<file path="config.mk">
export PLATFORM = sky130hd
export DESIGN_NAME = synch_requester
export DESIGN_NICKNAME = d
export VERILOG_FILES = /design/src/rtl/synch_pkg.sv /design/src/rtl/synch_requester.sv
export SDC_FILE = /design/constraint.sdc
export NUM_CORES = 1
export LEC_CHECK = 0
export BUFFER_PORTS_ARGS = -buffer_cell sky130_fd_sc_hd__buf_2
export CORE_AREA = 4 4 456 458
export DETAILED_ROUTE_END_ITERATION = 16
export DIE_AREA = 0 0 460 462
export HOLD_SLACK_MARGIN = 0.05
export PLACE_DENSITY = 0.3
export SKIP_LAST_GASP = 1
export SLEW_MARGIN = 0
export SYNTH_ARGS = -nofsm -noshare
export SYNTH_HDL_FRONTEND = slang
export SYNTH_SLANG_ARGS = --single-unit
export TNS_END_PERCENT = 30
</file>
<file path="constraint.sdc">
create_clock -name clk -period 12.4 [get_ports clk]
set_input_delay 0.62 -clock clk [delete_from_list [all_inputs] [get_ports clk]]
set_output_delay 0.62 -clock clk [all_outputs]
set_load 0.01 [all_outputs]
</file>
<file path="src/rtl/synch_pkg.sv">
// Shared definitions for the synchronisation-register requester.
// Contents: memory packet type codes, core command opcodes, requester FSM states,
// and the register-index-to-byte-offset helper.
package synch_pkg;

  // Request packet types
  localparam logic [2:0] PKT_READ      = 3'b010;
  localparam logic [2:0] PKT_WRITE     = 3'b111;
  localparam logic [2:0] PKT_FADD      = 3'b100;
  // Response packet types
  localparam logic [2:0] PKT_RSP_RDATA = 3'b101;
  localparam logic [2:0] PKT_RSP_WACK  = 3'b110;

  // Synch registers are 32-bit words, so index -> byte offset is a shift by 2
  localparam int unsigned RegAddrShift = 2;

  typedef enum logic [1:0] {
    OpRead    = 2'b00,
    OpWrite   = 2'b01,
    OpFadd    = 2'b10,
    OpBarrier = 2'b11
  } cmd_op_e;

  typedef enum logic [1:0] {
    StIdle,
    StSend,
    StWait,
    StGap
  } state_e;

  function automatic logic [35:0] reg_offset(input logic [1:0] idx);
    return 36'(idx) << RegAddrShift;
  endfunction

endpackage

</file>
<file path="src/rtl/synch_requester.sv">
// synch_requester: turns one core command (read / write / fetch-add / barrier) on a
// synch register into memory request packets, waits for the response with the matching
// id and pulses a completion with the returned register value.
//
// Ports:
//   clk, rst                 clock, asynchronous active-high reset
//   cmd_valid/cmd_ready      core command handshake (ready only when idle)
//   cmd_op/cmd_reg           opcode (synch_pkg::cmd_op_e) and register index
//   cmd_wdata/cmd_inc        write value or barrier target / signed fetch-add increment
//   done_valid/done_data     one-cycle completion pulse with register value
//   req_valid/req_ready      memory request handshake
//   *_req_out                request address, data, id, packet type
//   rsp_*                    memory response
//   retry_cnt                saturating reissue count (SYNCH_REQ_TIMEOUT_EN only)
//
// Build option: define SYNCH_REQ_TIMEOUT_EN to reissue a request (new id, same fields)
// after 1023 cycles in WAIT without a matching response.
module synch_requester
  import synch_pkg::*;
#(
  parameter int unsigned DEPTH      = 512,
  parameter logic [35:0] SYNCH_BASE = 36'h0,
  parameter int unsigned POLL_GAP   = 8
) (
  input  logic             clk,
  input  logic             rst,
`ifdef SYNCH_REQ_TIMEOUT_EN
  output logic [7:0]       retry_cnt,
`endif
  input  logic             cmd_valid,
  output logic             cmd_ready,
  input  logic [1:0]       cmd_op,
  input  logic [1:0]       cmd_reg,
  input  logic [31:0]      cmd_wdata,
  input  logic [14:0]      cmd_inc,
  output logic             done_valid,
  output logic [31:0]      done_data,
  output logic             req_valid,
  input  logic             req_ready,
  output logic [35:0]      addr_req_out,
  output logic [DEPTH-1:0] data_req_out,
  output logic [3:0]       id_req_out,
  output logic [2:0]       packet_type_req_out,
  input  logic             rsp_valid,
  input  logic [3:0]       rsp_id,
  input  logic [2:0]       rsp_packet_type,
  input  logic [DEPTH-1:0] rsp_data
);

  state_e           r_state, w_state_next;
  cmd_op_e          r_op;
  logic [31:0]      r_target;
  logic             r_polling;  // barrier: fetch-add done, now read-polling
  logic [3:0]       r_id;       // free-running id counter
  logic [3:0]       r_id_out;   // id of the request in flight
  logic [35:0]      r_addr;
  logic [DEPTH-1:0] r_data;
  logic [2:0]       r_type;
  logic [15:0]      r_gap_cnt;
  logic             r_done_valid;
  logic [31:0]      r_done_data;

  logic [DEPTH-1:0] w_cmd_data;
  logic [2:0]       w_cmd_type;
  logic             w_accept, w_req_fire, w_rsp_match, w_poll_met;
  logic             w_start_poll, w_to_gap, w_done, w_enter_send, w_timeout;
  logic             w_unused_rsp;

  // Response type is informational only: any matching id completes the request.
  assign w_unused_rsp = ^{rsp_packet_type, rsp_data[DEPTH-1:32], PKT_RSP_RDATA, PKT_RSP_WACK};

  always_comb begin
    w_cmd_data = '0;
    w_cmd_type = PKT_READ;
    unique case (cmd_op_e'(cmd_op))
      OpRead: w_cmd_type = PKT_READ;
      OpWrite: begin
        w_cmd_type       = PKT_WRITE;
        w_cmd_data[31:0] = cmd_wdata;
      end
      OpFadd: begin
        w_cmd_type        = PKT_FADD;
        w_cmd_data[46:32] = cmd_inc;
      end
      OpBarrier: begin
        // Barrier arrives with fetch-add +1; cmd_wdata is the target, not data
        w_cmd_type        = PKT_FADD;
        w_cmd_data[46:32] = 15'd1;
      end
      default: w_cmd_type = PKT_READ;
    endcase
  end

  assign w_accept     = (r_state == StIdle) && cmd_valid;
  assign w_req_fire   = (r_state == StSend) && req_ready;
  assign w_rsp_match  = (r_state == StWait) && rsp_valid && (rsp_id == r_id_out);
  assign w_poll_met   = rsp_data[31:0] >= r_target;
  assign w_start_poll = w_rsp_match && (r_op == OpBarrier) && !r_polling && (r_target > 32'd1);
  assign w_to_gap     = w_rsp_match && (r_op == OpBarrier) && r_polling && !w_poll_met;
  assign w_done       = w_rsp_match && !w_start_poll && !w_to_gap;

`ifdef SYNCH_REQ_TIMEOUT_EN
  logic [9:0] r_wait_cnt;
  logic [7:0] r_retry_cnt;

  // Fires on the 1023rd WAIT cycle without a matching response
  assign w_timeout = (r_state == StWait) && !w_rsp_match && (r_wait_cnt == 10'd1022);
  assign retry_cnt = r_retry_cnt;

  always_ff @(posedge clk or posedge rst) begin
    if (rst) begin
      r_wait_cnt  <= '0;
      r_retry_cnt <= '0;
    end else begin
      if (w_req_fire) begin
        r_wait_cnt <= '0;
      end else if (r_state == StWait) begin
        r_wait_cnt <= r_wait_cnt + 10'd1;
      end
      if (w_timeout && (r_retry_cnt != 8'hFF)) begin
        r_retry_cnt <= r_retry_cnt + 8'd1;
      end
    end
  end
`else
  assign w_timeout = 1'b0;
`endif

  always_comb begin
    w_state_next = r_state;
    unique case (r_state)
      StIdle: if (cmd_valid) w_state_next = StSend;
      StSend: if (req_ready) w_state_next = StWait;
      StWait: begin
        if (w_rsp_match) begin
          if (w_to_gap)          w_state_next = StGap;
          else if (w_start_poll) w_state_next = StSend;
          else                   w_state_next = StIdle;
        end else if (w_timeout) begin
          w_state_next = StSend;
        end
      end
      StGap: if (r_gap_cnt == '0) w_state_next = StSend;
      default: w_state_next = StIdle;
    endcase
  end

  assign w_enter_send = (w_state_next == StSend) && (r_state != StSend);

  always_ff @(posedge clk or posedge rst) begin
    if (rst) begin
      r_state <= StIdle;
    end else begin
      r_state <= w_state_next;
    end
  end

  always_ff @(posedge clk or posedge rst) begin
    if (rst) begin
      r_op         <= OpRead;
      r_target     <= '0;
      r_polling    <= 1'b0;
      r_id         <= '0;
      r_id_out     <= '0;
      r_addr       <= '0;
      r_data       <= '0;
      r_type       <= '0;
      r_gap_cnt    <= '0;
      r_done_valid <= 1'b0;
      r_done_data  <= '0;
    end else begin
      r_done_valid <= 1'b0;
      if (w_enter_send) r_id_out <= r_id;
      if (w_req_fire)   r_id     <= r_id + 4'd1;
      if (w_accept) begin
        r_op      <= cmd_op_e'(cmd_op);
        r_target  <= cmd_wdata;
        r_polling <= 1'b0;
        r_addr    <= SYNCH_BASE + reg_offset(cmd_reg);
        r_data    <= w_cmd_data;
        r_type    <= w_cmd_type;
      end
      if (w_start_poll) begin
        r_polling <= 1'b1;
        r_type    <= PKT_READ;
        r_data    <= '0;
      end
      if (w_to_gap) begin
        r_gap_cnt <= 16'(POLL_GAP - 1);
      end else if (r_state == StGap) begin
        r_gap_cnt <= r_gap_cnt - 16'd1;
      end
      if (w_done) begin
        r_done_valid <= 1'b1;
        r_done_data  <= rsp_data[31:0];
      end
    end
  end

  assign cmd_ready           = (r_state == StIdle);
  assign req_valid           = (r_state == StSend);
  assign addr_req_out        = r_addr;
  assign data_req_out        = r_data;
  assign id_req_out          = r_id_out;
  assign packet_type_req_out = r_type;
  assign done_valid          = r_done_valid;
  assign done_data           = r_done_data;

endmodule
</file>
# After elaboration in Yosys (flattened, before gate mapping)
# Index checks and enable logic that the tools add are counted.
# Widths: inputs -> output; s select.
[word_totals]
regBits = 611
in_bits = 575
word_cells = 67
[op_classes]
addsub = 2
magnitude_cmp = 2
eq_ne = 10
n_mux = 19
n_reduce_logical = 22
[ops]
columns = ["operator", "count"]
rows = [
  ["$mux 512", 2],
  ["$ge 32x32->1", 1],
  ["$gt 32x1->1 const B", 1],
  ["$mux 16", 2],
  ["$mux 32", 1],
  ["$pmux 15 s2", 1],
  ["$logic_not 16->1", 1],
  ["$sub 16x1->16 const B", 1],
  ["$logic_and 1x1->1", 12],
  ["$eq 2x2->1 const B", 5],
  ["$mux 2", 5],
  ["$pmux 3 s3", 1],
  ["$pmux 2 s4", 1],
  ["$eq 2x1->1 const B", 3],
  ["$mux 3", 2],
  ["$add 4x1->4 const B", 1],
  ["$eq 4x4->1", 1],
  ["$logic_not 1->1", 4],
  ["$logic_not 2->1", 2],
  ["$mux 1", 4],
  ["$reduce_bool 2->1", 2],
  ["$ne 2x1->1 const B", 1],
  ["$reduce_or 2->1", 1],
]

# Longest topological paths before layout
# Gate-level depths: netlist of run 1.
[logic_depth]
ltp_word = 12
depth_mapped = 9
depth_no_buf = 8

# Worst setup path before layout of run 1
# OpenSTA, ideal clock, no wires.
[synth_timing]
path_kind = "input port to flip-flop"
from = "input rsp_data[0]"
to = "register r_done_data[12], in the netlist done_data[12]"
setup_ns = 0.125
t_arrival_ns = 2.448
slack_ns = 9.827
path_stages = 9
n_path_buf = 1
cell_sequence = "inv_1 -> ha_1 -> nand2b_1 -> a2111o_1 -> o211ai_1 -> a31oi_4 -> o21ai_4 -> buf_6 -> mux2_4"
[synth_via]
elab_chain_cells = 5
[synth_rtl]
columns = ["element", "line_no", "rtl"]
rows = [
  ["start, declared", "synch_requester.sv:47", "input logic [DEPTH-1:0] rsp_data"],
  ["$ge 32x32->1", "synch_requester.sv:97", "assign w_poll_met = rsp_data[31:0] >= r_target;"],
  ["$logic_not 1->1", "synch_requester.sv:99", "assign w_to_gap = w_rsp_match && (r_op == OpBarrier) && r_polling && !w_poll_met;"],
  ["$logic_and 1x1->1", "synch_requester.sv:99", ""],
  ["$logic_not 1->1", "synch_requester.sv:100", "assign w_done = w_rsp_match && !w_start_poll && !w_to_gap;"],
  ["$logic_and 1x1->1", "synch_requester.sv:100", ""],
  ["end signal, assigned", "synch_requester.sv:195", "r_done_data <= rsp_data[31:0];"],
  ["end, declared", "synch_requester.sv:61", "logic [31:0] r_done_data;"],
]
# No other way between the ends.
# A chain may end at the register's enable or synchronous reset.

# Worst setup path after layout of run 1
[layout_timing]
from = "register r_target[20]"
to = "register r_id_out[2], in the netlist id_req_out[2]"
[layout_via]
elab_chain_cells = 8
word_cells_on_any_way = 11
classes_between = "2 x order compare; 1 x eq/ne; 4 x mux; 4 x reduce/logical"
[layout_rtl]
columns = ["element", "line_no", "rtl"]
rows = [
  ["start, declared", "synch_requester.sv:52", "logic [31:0] r_target;"],
  ["start signal, assigned", "synch_requester.sv:177", "r_target <= cmd_wdata;"],
  ["$gt 32x1->1 / $ge 32x32->1 (equally long branches)", "synch_requester.sv:98, synch_requester.sv:97", ""],
  ["$logic_and 1x1->1 / $logic_not 1->1 (equally long branches)", "synch_requester.sv:98, synch_requester.sv:99", ""],
  ["$mux 1 / $logic_and 1x1->1 (equally long branches)", "synch_requester.sv:137, synch_requester.sv:99", ""],
  ["$mux 2 *", "synch_requester.sv:136", "if (w_to_gap) w_state_next = StGap;"],
  ["$mux 2 *", "synch_requester.sv:135", "if (w_rsp_match) begin"],
  ["$pmux 2 s4 *", "synch_requester.sv:131", "unique case (r_state)"],
  ["$eq 2x1->1 *", "synch_requester.sv:148", "assign w_enter_send = (w_state_next == StSend) && (r_state != StSend);"],
  ["$logic_and 1x1->1 *", "synch_requester.sv:148", ""],
  ["end signal, assigned", "synch_requester.sv:173", "if (w_enter_send) r_id_out <= r_id;"],
  ["end, declared", "synch_requester.sv:55", "logic [3:0] r_id_out;"],
]
# Mark *: on every way between the ends. The rest lies on a longest branch, timed or not.

==> metrics.md, run 1 <==
| Metric | Value |
|---|---|
| DR vias/cell | `1.590` |
| Core Area | `204000 µm²` |
| RSZ-0062 raised after global routing | `no` |
| Skew-Pair Late Insertion Delay | `between 0.5 and 0.6 ns` |
| CTS Sinks | `146` |
| Die W | `460 µm` |
| Area Growth Syn to Fin | `29.08%` |
| Hold WC Path Type | `input port to flip-flop` |
| Final-report hold violation count | `0` |
| Data required time of the worst path | `12.80 ns` |
| Leading area contributor after synthesis | `buf_4` |
| Top cell type's share of synthesized area | `between 30% and 40%` |
| Initial antenna violation count | `15` |
| Crit path DAT | `roughly 4.2 ns` |
| Clock Skew | `0.03168 ns` |
| Critical path peak fanout | `32` |
| Hold Crit Depth | `3` |
| Starting Density | `5.061%` |
| Seq/Total Area, Yosys | `around 35%` |
| Setup slack, reg-to-reg | `8.56 ns` |
| Cell count after synthesis | `between 1000 and 1500` |
| Num CTS Buffers | `17` |
| Grt total ovfl | `0` |
| Status | `finished clean` |
| RR Startpoint | `r_target[20]` |
| Count leader, synth | `buf_4` |
| Vias in the first global route | `5663` |
| Detailed Routing Iterations Pass 1 | `4` |
| Pwr dens | `~160 nW/µm²` |
| Ys async rst share | `100.0%` |
| Detailed router's first-iteration violation count | `180` |
| Static leakage | `approximately 6 nW` |
| Clock-pin slew on the worst setup and hold paths | `0.09 ns` |
| Total Power | `2.118 mW` |
| #FFs+latches synth | `around 150` |
| Slew HR | `between 15 and 20%` |
| Dpl hpwl | `34560 µm` |
| Ys Warns | `0` |
| CTS H-tree lvls | `4` |
| Die Ht | `462 µm` |
| DRC violations left | `0` |
| Setup Viol. Count Final | `0` |
| WL final | `41780 µm` |
| Worst slew pin tran | `about 1.2 ns` |
| FF-to-FF End | `id_req_out[2]` |
| Final worst path period share | `30.95%` |
| Fillers | `between 20000 and 25000` |
| Critical Path Sink | `id_req_out[2]` |
| Main flop type after synthesis | `dfrtp_1` |
| CTS tree | `yes` |
| Via Count | `6279` |
| CTS Buffer Depth | `2` |
| Fmax | `260.6 MHz` |
| Post-synth EDFFs | `0` |
| Post-synth cell types | `50` |
| CP Launch Type | `flip-flop` |
| Cell row count | `166` |
| Synth top cells by count | `buf_4, dfrtp_1, nand2_1` |
| Post-DRT Antenna Nets | `0` |
| Max_cap viols | `0` |
| Slew Viols, Final | `0` |
| Ports | `1165` |
| Pin count of the biggest net entering global routing | `67` |
| Worst reg2reg path depth | `7` |
| Share of post-route cells with drive strength above 1 | `a little over a fifth` |
| Clock Tree Root | `clkbuf_16` |
| GRT Resource Usage Total | `3.773%` |
| Final nets | `1856` |
| Peak supply drop | `0.1383 mV` |
| Post-Syn Area | `10320 µm²` |
| Die area | `212500 µm²` |
| I/O Buffers | `between 150 and 200` |
| Setup crit end kind | `flip-flop` |
| Top cells by area, synth | `buf_4, dfrtp_1, mux2_4, ha_1, a22o_1` |
| First-pass GRT wire length | `51520 µm` |
| Crit Path Category | `flip-flop to flip-flop` |
| Setup total negative slack | `0 ns` |
| Final min period | `between 3 and 4 ns` |
| Worst setup startpoint | `r_target[20]` |
| RD Place Congestion | `roughly 0.65` |
| Avg WL per Cell | `10.58 µm` |
| Synth Area per Inst | `approximately 9.7 µm²` |
cell families after synthesis:
group,count (synthesis),share of synthesized area (%)
multiplexers,37,5.091
AO/OA/AOI/OAI,118,8.085
AND/OR/NAND/NOR,142,6.691
buffers and inverters,561,38.80
XOR/XNOR,21,1.782
flip-flops,146,35.39
adder cells (fa/ha/maj),34,4.121
other,1,0.03633
through the flow:
stage	area (µm²)	setup slack, ns	std cells	hold WS [ns]	utilization [%]
finish	13320	8.562	3950	0.3052	6.533
detailed placement	12690	8.209	3915	0.4656	6.222
floorplan	12190	7.857	1558	0.4418	-
CTS	13320	8.179	3948	0.2308	6.530
global route	13320	8.288	3949	0.2723	6.531
global placement	12690	8.207	3915	0.4636	6.222
report_power, final:
group	total, mW	switching [mW]	internal (mW)
logic	0.749	0.457	0.292
clock network	0.590	0.313	0.277
registers	0.780	0.128	0.652
flip-flops by register name, summed over array words and instances (netlist names):
register	count
data_req_out	47
done_data	32
r_target	32
r_gap_cnt	16
id_req_out	4
r_id	4
packet_type_req_out	3
addr_req_out	2
r_op	2
r_state	2
done_valid	1
r_polling	1
placed cells by master (no fill, tap or decap), types with 3 or more instances in the layout:
cell type / count
mux2_4: 29
mux2_1: 4
clkinv_8: 5
inv_6: 3
xnor2_1: 15
a21oi_1: 15
nand3_1: 4
xor2_1: 6
mux2_2: 4
inv_1: 40
nor4_1: 13
nor2_1: 29
nand2_1: 64
o21ai_0: 42
ha_1: 34
buf_2: 182
conb_1: 499
inv_8: 5
clkbuf_16: 17
dfrtp_1: 146
a22o_1: 46
buf_4: 7
nor3_1: 6
nand4_1: 7
routing by layer:
| metal | up-vias | GRT usage (%) | share of wire, % |
|---|---|---|---|
| met5 | - | 0 | 0.093 |
| met4 | 6 | 1.507 | 1.9 |
| met3 | 37 | 1.318 | 8.3 |
| met2 | 392 | 6.797 | 53 |
| met1 | 2989 | 4.012 | 37 |
| li1 | 2855 | - | - |
how the worst min path moves through the flow:
stage,from,to,slack (ns)
finish,cmd_reg[0],addr_req_out[2],0.31
global route,cmd_inc[2],data_req_out[34],0.27
CTS,cmd_reg[1],addr_req_out[3],0.23
detailed placement,addr_req_out[2],addr_req_out[2],0.47
global placement,packet_type_req_out[0],packet_type_req_out[0],0.46
floorplan,r_id[3],r_id[3],0.44
area by class of cell:
type	instances	area (µm²)	share of cell area, %
clock inverter	15	193.9	1.456
antenna	2	5.005	0.03756
clock buffer	17	425.4	3.193
multi-input combinational	851	4548	34.13
sequential	146	3654	27.42
inverter	41	161.4	1.211
timing repair buffer	190	973.4	7.306
tap	2688	3363	25.24
timing repair:
item,in CTS,in global routing
gates resized for setup,0,0
hold buffers,1,0
buffers inserted,0,0
hold endpoints to repair,9,0
worst max-delay path, stage by stage (launching register included):
cell and delay [ns]:
dfrtp_1 0.39, nor4_1 0.82, nand4_1 0.27, o2111a_1 0.38, a21oi_4 0.71, buf_4 0.55
nand2b_2 0.19, mux2_1 0.34
Power figures use the tool's default switching activity.
==> run 2, diff against run 1 <==
- ABC_AREA: unset -> 1
- CORE_AREA: 4 4 456 458 -> 4 4 446 448
- DIE_AREA: 0 0 460 462 -> 0 0 450 452
- clock period: 12.4 -> 3.12 ns (I/O delays scaled with it)
==> metrics.md, run 2 <==
| Metric | Value |
|---|---|
| Final worst path period share | `85.66% (+55 points)` |
| RD Place Congestion | `0.6550 (+0.51%)` |
| Grt total ovfl | `0 (unchanged)` |
| DR vias/cell | `1.756 (+10%)` |
| Starting Density | `5.410% (+0.35 points)` |
| Slew HR | `41.74% (+24 points)` |
| Initial antenna violation count | `9 (-6)` |
| Via Count | `7241 (+15%)` |
| Die W | `450 µm (-2.2%)` |
| Clock Tree Root | `clkbuf_16` |
| Hold WC Path Type | `input port to flip-flop` |
| Die area | `203400 µm² (-4.3%)` |
| Seq/Total Area, Yosys | `34.70% (-0.69 points)` |
| Synth top cells by count | `buf_4, nand2_1, dfrtp_1` |
| Detailed router's first-iteration violation count | `243 (+35%)` |
| Status | `finished clean` |
| Most frequent CP cell | `nand2_1` |
| Cell row count | `162 (-2.4%)` |
| Ys async rst share | `100.0% (unchanged)` |
| CP max stage cell | `o21bai_1` |
| Ys Warns | `0 (unchanged)` |
| Hold Path End | `addr_req_out[3]` |
| Static leakage | `6.812 nW (+16%)` |
| Share of post-route cells with drive strength above 1 | `16.39% (-4.8 points)` |
| CP Cell Sequence | `inv_1, ha_1, nand2_1, o21bai_1, nor2_1, nand2_1, nor2_2, nand2_4, nand3_4, inv_2, buf_12, nand2_1, nand2_1` |
| Avg WL per Cell | `9.584 µm (-9.4%)` |
| Peak supply drop | `0.3481 mV (+150%)` |
| Setup crit end kind | `flip-flop` |
| RR Startpoint | `r_target[31]` |
| Most frequent cells in the layout | `conb_1, nand2_1, buf_2, dfrtp_1, inv_1` |
| Core Area | `194600 µm² (-4.6%)` |
| Worst reg2reg path depth | `13 (+6)` |
| Num CTS Buffers | `17 (unchanged)` |
| Final-report hold violation count | `0 (unchanged)` |
| Ports | `1165 (unchanged)` |
| Worst slew pin tran | `0.8729 ns (-0.3499 ns)` |
| FF-to-FF End | `done_data[6]` |
| Final Non-Filler Cells | `4123 (+4.4%)` |
| Max_cap viols | `0 (unchanged)` |
| CP Launch Type | `flip-flop` |
| Dpl hpwl | `33010 µm (-4.5%)` |
| Vias in the first global route | `6850 (+21%)` |
| Fmax | `374.2 MHz (+44%)` |
| Leading area contributor after synthesis | `buf_4` |
| Cell total after placement | `4004 (+2.3%)` |
| Critical path peak fanout | `28 (-13%)` |
| Post-CTS resize count | `0 (unchanged)` |
| Synth Area in Adders | `4.041% (-0.080 points)` |
| Final nets | `2176 (+17%)` |
| Data required time of the worst path | `3.55 ns (-9.25 ns)` |
| CP max stage delay | `0.64 ns (-0.18 ns)` |
| Largest family of logic cells by synthesized area | `buffers and inverters` |
| Synth Area per Inst | `8.218 µm² (-16%)` |
| Max reg flops | `47 (unchanged)` |
| Simple-gate share of the synthesized area | `14.29% (+7.6 points)` |
| Hold path start | `cmd_valid` |
| Setup Fix Bufs, Post-CTS | `0 (unchanged)` |
| Skew-Pair Late Insertion Delay | `0.50 ns (-0.04 ns)` |
| Setup total negative slack | `0 ns (unchanged)` |
| CTS H-tree lvls | `4 (unchanged)` |
| Top cell type's share of synthesized area | `35.80% (-0.49 points)` |
| Main flop type after synthesis | `dfrtp_1` |
| Die Ht | `452 µm (-2.2%)` |
| Total Power | `8.910 mW (+320%)` |
| RSZ-0062 raised after global routing | `no` |
| Final min period | `2.672 ns (-1.165 ns)` |
| Hold Crit Depth | `5 (+2)` |
| Setup slack, reg-to-reg | `0.45 ns (-8.11 ns)` |
| CTS Sinks | `146 (unchanged)` |
| Pwr dens | `620.7 nW/µm² (+290%)` |
| CTS Buffer Depth | `2 (unchanged)` |
| Cell count after synthesis | `1281 (+21%)` |
| Detailed Routing Iterations Pass 1 | `4 (unchanged)` |
| Area Growth Syn to Fin | `36.37%` |
| XOR/XNOR share of the synthesized area | `0.8319% (-0.95 points)` |
| Crit path DAT | `3.11 ns (-1.13 ns)` |
| Count leader, synth | `buf_4` |
| Clock Skew | `0.01520 ns (-0.01648 ns)` |
| Clock-pin slew on the worst setup and hold paths | `0.08 ns (about the same)` |
| WL final | `39510 µm (-5.4%)` |
| Setup Viol. Count Final | `0 (unchanged)` |
| Slew Viols, Final | `0 (unchanged)` |
| GRT Resource Usage Total | `3.693% (-0.080 points)` |
| Post-synth cell types | `35 (-30%)` |
| CTS tree | `yes` |
| Synth Area in Compound Gates | `5.515% (-2.6 points)` |
| Post-synth EDFFs | `0 (unchanged)` |
| First-pass GRT wire length | `51450 µm (-0.12%)` |
| Pin count of the biggest net entering global routing | `38 (-43%)` |
| Crit Path Category | `flip-flop to flip-flop` |
| DRC violations left | `0 (unchanged)` |
| Post-Syn Area | `10530 µm² (+2.0%)` |
| Top cells by area, synth | `buf_4, dfrtp_1, nand2_1, ha_1, inv_1` |
| Post-DRT Antenna Nets | `0 (unchanged)` |
| #FFs+latches synth | `146 (unchanged)` |
| Mux share of post-synthesis cell area | `0.1070% (-5.0 points)` |
| Most common cell after layout, fill and taps aside | `conb_1` |
| I/O Buffers | `182 (unchanged)` |
## run 2: changes by cell type in the layout (fill, tap and decap cells not counted), moves of 13 or more
cell	before	now
dlygate4sd3_1	1	86
nor2_1	29	42
inv_1	40	93
nand3_1	4	17
mux2_4	29	0
nand2_1	64	269
a22o_1	46	0
a32oi_1	0	14
o21ai_0	42	61
## run 2: where the power goes
| part | total [mW] | internal (mW) | switching [mW] |
|---|---|---|---|
| sequential | 3.06 | 2.64 | 0.418 |
| clock | 2.35 | 1.31 | 1.03 |
| combinational | 3.50 | 1.19 | 2.31 |
## run 2: worst max path at each step
stage | from | to | slack [ns] | cells past startpoint
final | r_target[31] | done_data[6] | 0.45 | 13
after global routing | r_target[3] | done_data[14] | 0.11 | 15
after CTS | r_target[3] | done_data[8] | 0.16 | 15
after detailed placement | r_target[31] | done_data[20] | 0.19 | 13
after global placement | r_target[3] | done_data[6] | 0.17 | 15
after floorplan | rst | addr_req_out[2] | 1.13 | 1
## run 2: cell families (layout without fill, tap and decap cells)
family / Yosys count / in the layout
buffers and inverters: 622 / 423
other: 1 / 500
XOR/XNOR: 10 / 10
AND/OR/NAND/NOR: 364 / 364
flip-flops: 146 / 146
multiplexers: 1 / 1
AO/OA/AOI/OAI: 103 / 103
adder cells (fa/ha/maj): 34 / 34
## run 2: what timing repair did
| action | in CTS | in global routing |
|---|---|---|
| hold endpoints to repair | 136 | 0 |
| hold buffers | 86 | 0 |
| setup endpoints to repair | 0 | 0 |
## run 2: layout make-up
type	instances	area, µm²
antenna	1	2.502
fill	22930	180200
timing repair buffer	292	2027
multi-input combinational	1011	4489
inverter	99	376.6
sequential	146	3654
clock inverter	13	173.9
tap	2542	3181
clock buffer	19	452.9
## run 2: metal layers
| metal | up-vias | wire (µm) | part of all wire, % | GRT usage [%] |
|---|---|---|---|---|
| li1 | 3562 | - | - | - |
| met1 | 3408 | 12390 | 31 | 3.296 |
| met2 | 230 | 24670 | 62 | 7.695 |
| met3 | 33 | 1666 | 4.2 | 0.8816 |
| met4 | 8 | 739 | 1.9 | 1.606 |
| met5 | - | 48 | 0.12 | 0 |
## run 2: through the flow
step	cell area (µm²)	hold WS (ns)	worst slack [ns]	util [%]
finish	14360	0.1676	0.4476	7.378
detailed placement	12870	0.3675	0.1898	6.612
global placement	12870	0.3628	0.1724	6.612
CTS	14350	0.1146	0.1649	7.377
global route	14360	0.1672	0.1105	7.378
floorplan	12400	0.2656	1.131	-
## run 2: critical path: cells and delay by family, from the launching register on
family,cells,cell delay [ns]
AO/OA/AOI/OAI,1,0.64
buffers and inverters,3,0.41
adder cells (fa/ha/maj),1,0.31
AND/OR/NAND/NOR,8,0.80
flip-flops,1,0.35
==> run 3, diff against run 2 <==
- CORE_AREA: 4 4 446 448 -> 4 4 447 449
- DIE_AREA: 0 0 450 452 -> 0 0 451 453
- clock period: 3.12 -> 3.3 ns (I/O delays scaled with it)
==> metrics.md, run 3 (synthesis results as in run 2) <==
| Metric | Value |
|---|---|
| Status | `finished clean` |
| Setup slack, reg-to-reg | `0.39 ns (-0.06 ns)` |
| Detailed router's first-iteration violation count | `295 (+21%)` |
| Dpl hpwl | `31760 µm (-3.8%)` |
| Cell row count | `163 (+0.62%)` |
| Max_cap viols | `0 (unchanged)` |
| Slew HR | `40.34% (-1.4 points)` |
| Worst hold margin | `0.1281 ns (-0.03950 ns)` |
| Pin count of the biggest net entering global routing | `70 (+84%)` |
| Detailed route wirelength on metal2 | `23830 µm (-3.4%)` |
| Storage element area | `3654 µm² (unchanged)` |
| CTS H-tree lvls | `4 (unchanged)` |
| Post-DRT Antenna Nets | `0 (unchanged)` |
| Crit path DAT | `3.34 ns (+0.23 ns)` |
| Initial antenna violation count | `8 (-1)` |
| RR Startpoint | `r_target[1]` |
| DRC violations left | `0 (unchanged)` |
| Setup total negative slack | `0 ns (unchanged)` |
| CP Launch Type | `flip-flop` |
| Pwr dens | `577.3 nW/µm² (-7.0%)` |
| Multi-input gate area in the final layout | `4489 µm² (unchanged)` |
| Most frequent cells in the layout | `conb_1, nand2_1, buf_2, dfrtp_1, inv_1` |
| Final min period | `2.911 ns (+0.2390 ns)` |
| Clock-pin slew on the worst setup and hold paths | `0.07 ns (about the same)` |
| Starting Density | `5.366% (-0.044 points)` |
| Die W | `451 µm (+0.22%)` |
| Detailed Routing Iterations Pass 1 | `4 (unchanged)` |
| Total Power | `8.307 mW (-6.8%)` |
| Setup Fix Bufs, Post-CTS | `0 (unchanged)` |
| Worst reg2reg path depth | `9 (-4)` |
| Data required time of the worst path | `3.73 ns (+0.18 ns)` |
| Static leakage | `6.750 nW (-0.91%)` |
| Fmax | `343.5 MHz (-8.2%)` |
| I/O Buffers | `182 (unchanged)` |
| CTS Sinks | `146 (unchanged)` |
| Slew Viols, Final | `0 (unchanged)` |
| RSZ-0062 raised after global routing | `no` |
| Vias in the first global route | `6731 (-1.7%)` |
| Worst slew pin tran | `0.8939 ns (+0.02099 ns)` |
| Top layer in use | `met5` |
| CTS Hold Bufs | `85 (-1.2%)` |
| Hold Path End | `data_req_out[2]` |
| FF-to-FF End | `data_req_out[6]` |
| Max reg flops | `47 (unchanged)` |
| Area Growth Syn to Fin | `36.68%` |
| CTS Buffer Depth | `2 (unchanged)` |
| Final worst path period share | `88.23% (+2.6 points)` |
| GRT Resource Usage Total | `3.617% (-0.076 points)` |
| CTS tree | `yes` |
| Hold WC Path Type | `input port to flip-flop` |
| Final Non-Filler Cells | `4216 (+2.3%)` |
| Critical path peak fanout | `7 (-75%)` |
| Met3 routed WL | `1870 µm (+12%)` |
| Fillers | `23230 (+1.3%)` |
| Hold path start | `cmd_op[1]` |
| Peak supply drop | `0.4179 mV (+20%)` |
| WL final | `38490 µm (-2.6%)` |
| Post-Place Worst Slack | `0.3620 ns (+0.1722 ns)` |
| Core Area | `196200 µm² (+0.83%)` |
| Cell total after placement | `4094 (+2.2%)` |
| Crit Path Category | `flip-flop to flip-flop` |
| Avg WL per Cell | `9.129 µm (-4.7%)` |
| Die Ht | `453 µm (+0.22%)` |
| Setup crit end kind | `flip-flop` |
| RD Place Congestion | `0.6668 (+1.8%)` |
| Final-report hold violation count | `0 (unchanged)` |
| Most common cell after layout, fill and taps aside | `conb_1` |
| Hold Crit Depth | `4 (-1)` |
| Skew-Pair Late Insertion Delay | `0.51 ns (about the same)` |
| Share of post-route cells with drive strength above 1 | `15.98% (-0.42 points)` |
| Die area | `204300 µm² (+0.44%)` |
| Grt total ovfl | `0 (unchanged)` |
| Met1 wire length | `12090 µm (-2.4%)` |
| Setup Viol. Count Final | `0 (unchanged)` |
| Ports | `1165 (unchanged)` |
| First-pass GRT wire length | `50600 µm (-1.7%)` |
| Final nets | `2167 (-0.41%)` |
| Clock Tree Root | `clkbuf_16` |
| Num CTS Buffers | `17 (unchanged)` |
| Post-CTS resize count | `0 (unchanged)` |
| Clock Skew | `0.01813 ns (+0.002936 ns)` |
| Via Count | `7216 (-0.35%)` |
| Final WS setup | `0.3886 ns (-0.05898 ns)` |
| DR vias/cell | `1.712 (-2.5%)` |
-- run 3: area by class of cell --
| cell class | instances | area share, % |
|---|---|---|
| Inverter | 99 | 2.617 |
| Clock buffer | 17 | 2.957 |
| Multi-Input combinational cell | 1011 | 31.20 |
| Tap cell | 2640 | 22.96 |
| Sequential cell | 146 | 25.39 |
| Antenna cell | 5 | 0.08696 |
| Clock inverter | 15 | 1.191 |
| Timing Repair Buffer | 283 | 13.60 |
-- run 3: layer usage --
| metal | vias to the layer above | track usage, % |
|---|---|---|
| met2 | 237 | 7.511 |
| met4 | 2 | 1.555 |
| li1 | 3540 | - |
| met5 | - | 0 |
| met1 | 3413 | 3.279 |
| met3 | 24 | 0.8201 |
-- run 3: critical path, cell delays in order, from the launching register on --
cell	delay, ns
dfrtp_1	0.38
nor4_1	0.58
nand2_1	0.11
buf_4	0.18
nor2_1	0.11
nand2_1	0.23
nand2_1	0.27
nand3_2	0.22
dlygate4sd3_1	0.63
o21ai_1	0.11
-- run 3: per-stage QoR --
stage / utilization (%) / cell area, µm²
2_1_floorplan: - / 12400
3_3_place_gp: 6.590 / 12930
3_5_place_dp: 6.590 / 12930
4_1_cts: 7.328 / 14380
5_1_grt: 7.330 / 14380
6_report: 7.334 / 14390
-- run 3: power by group --
| group | switching (mW) | internal (mW) |
|---|---|---|
| clock network | 1.01 | 1.13 |
| registers | 0.393 | 2.50 |
| logic | 2.17 | 1.10 |
| total | 3.57 | 4.73 |
-- run 3: worst max-delay path by stage --
stage	startpoint	endpoint	slack [ns]
after CTS	r_target[1]	data_req_out[6]	0.17
after floorplan	rst	addr_req_out[2]	1.30
final	r_target[1]	data_req_out[6]	0.39
after global placement	r_target[29]	done_data[23]	0.37
after detailed placement	r_target[29]	done_data[20]	0.36
after global routing	r_target[1]	data_req_out[6]	0.17
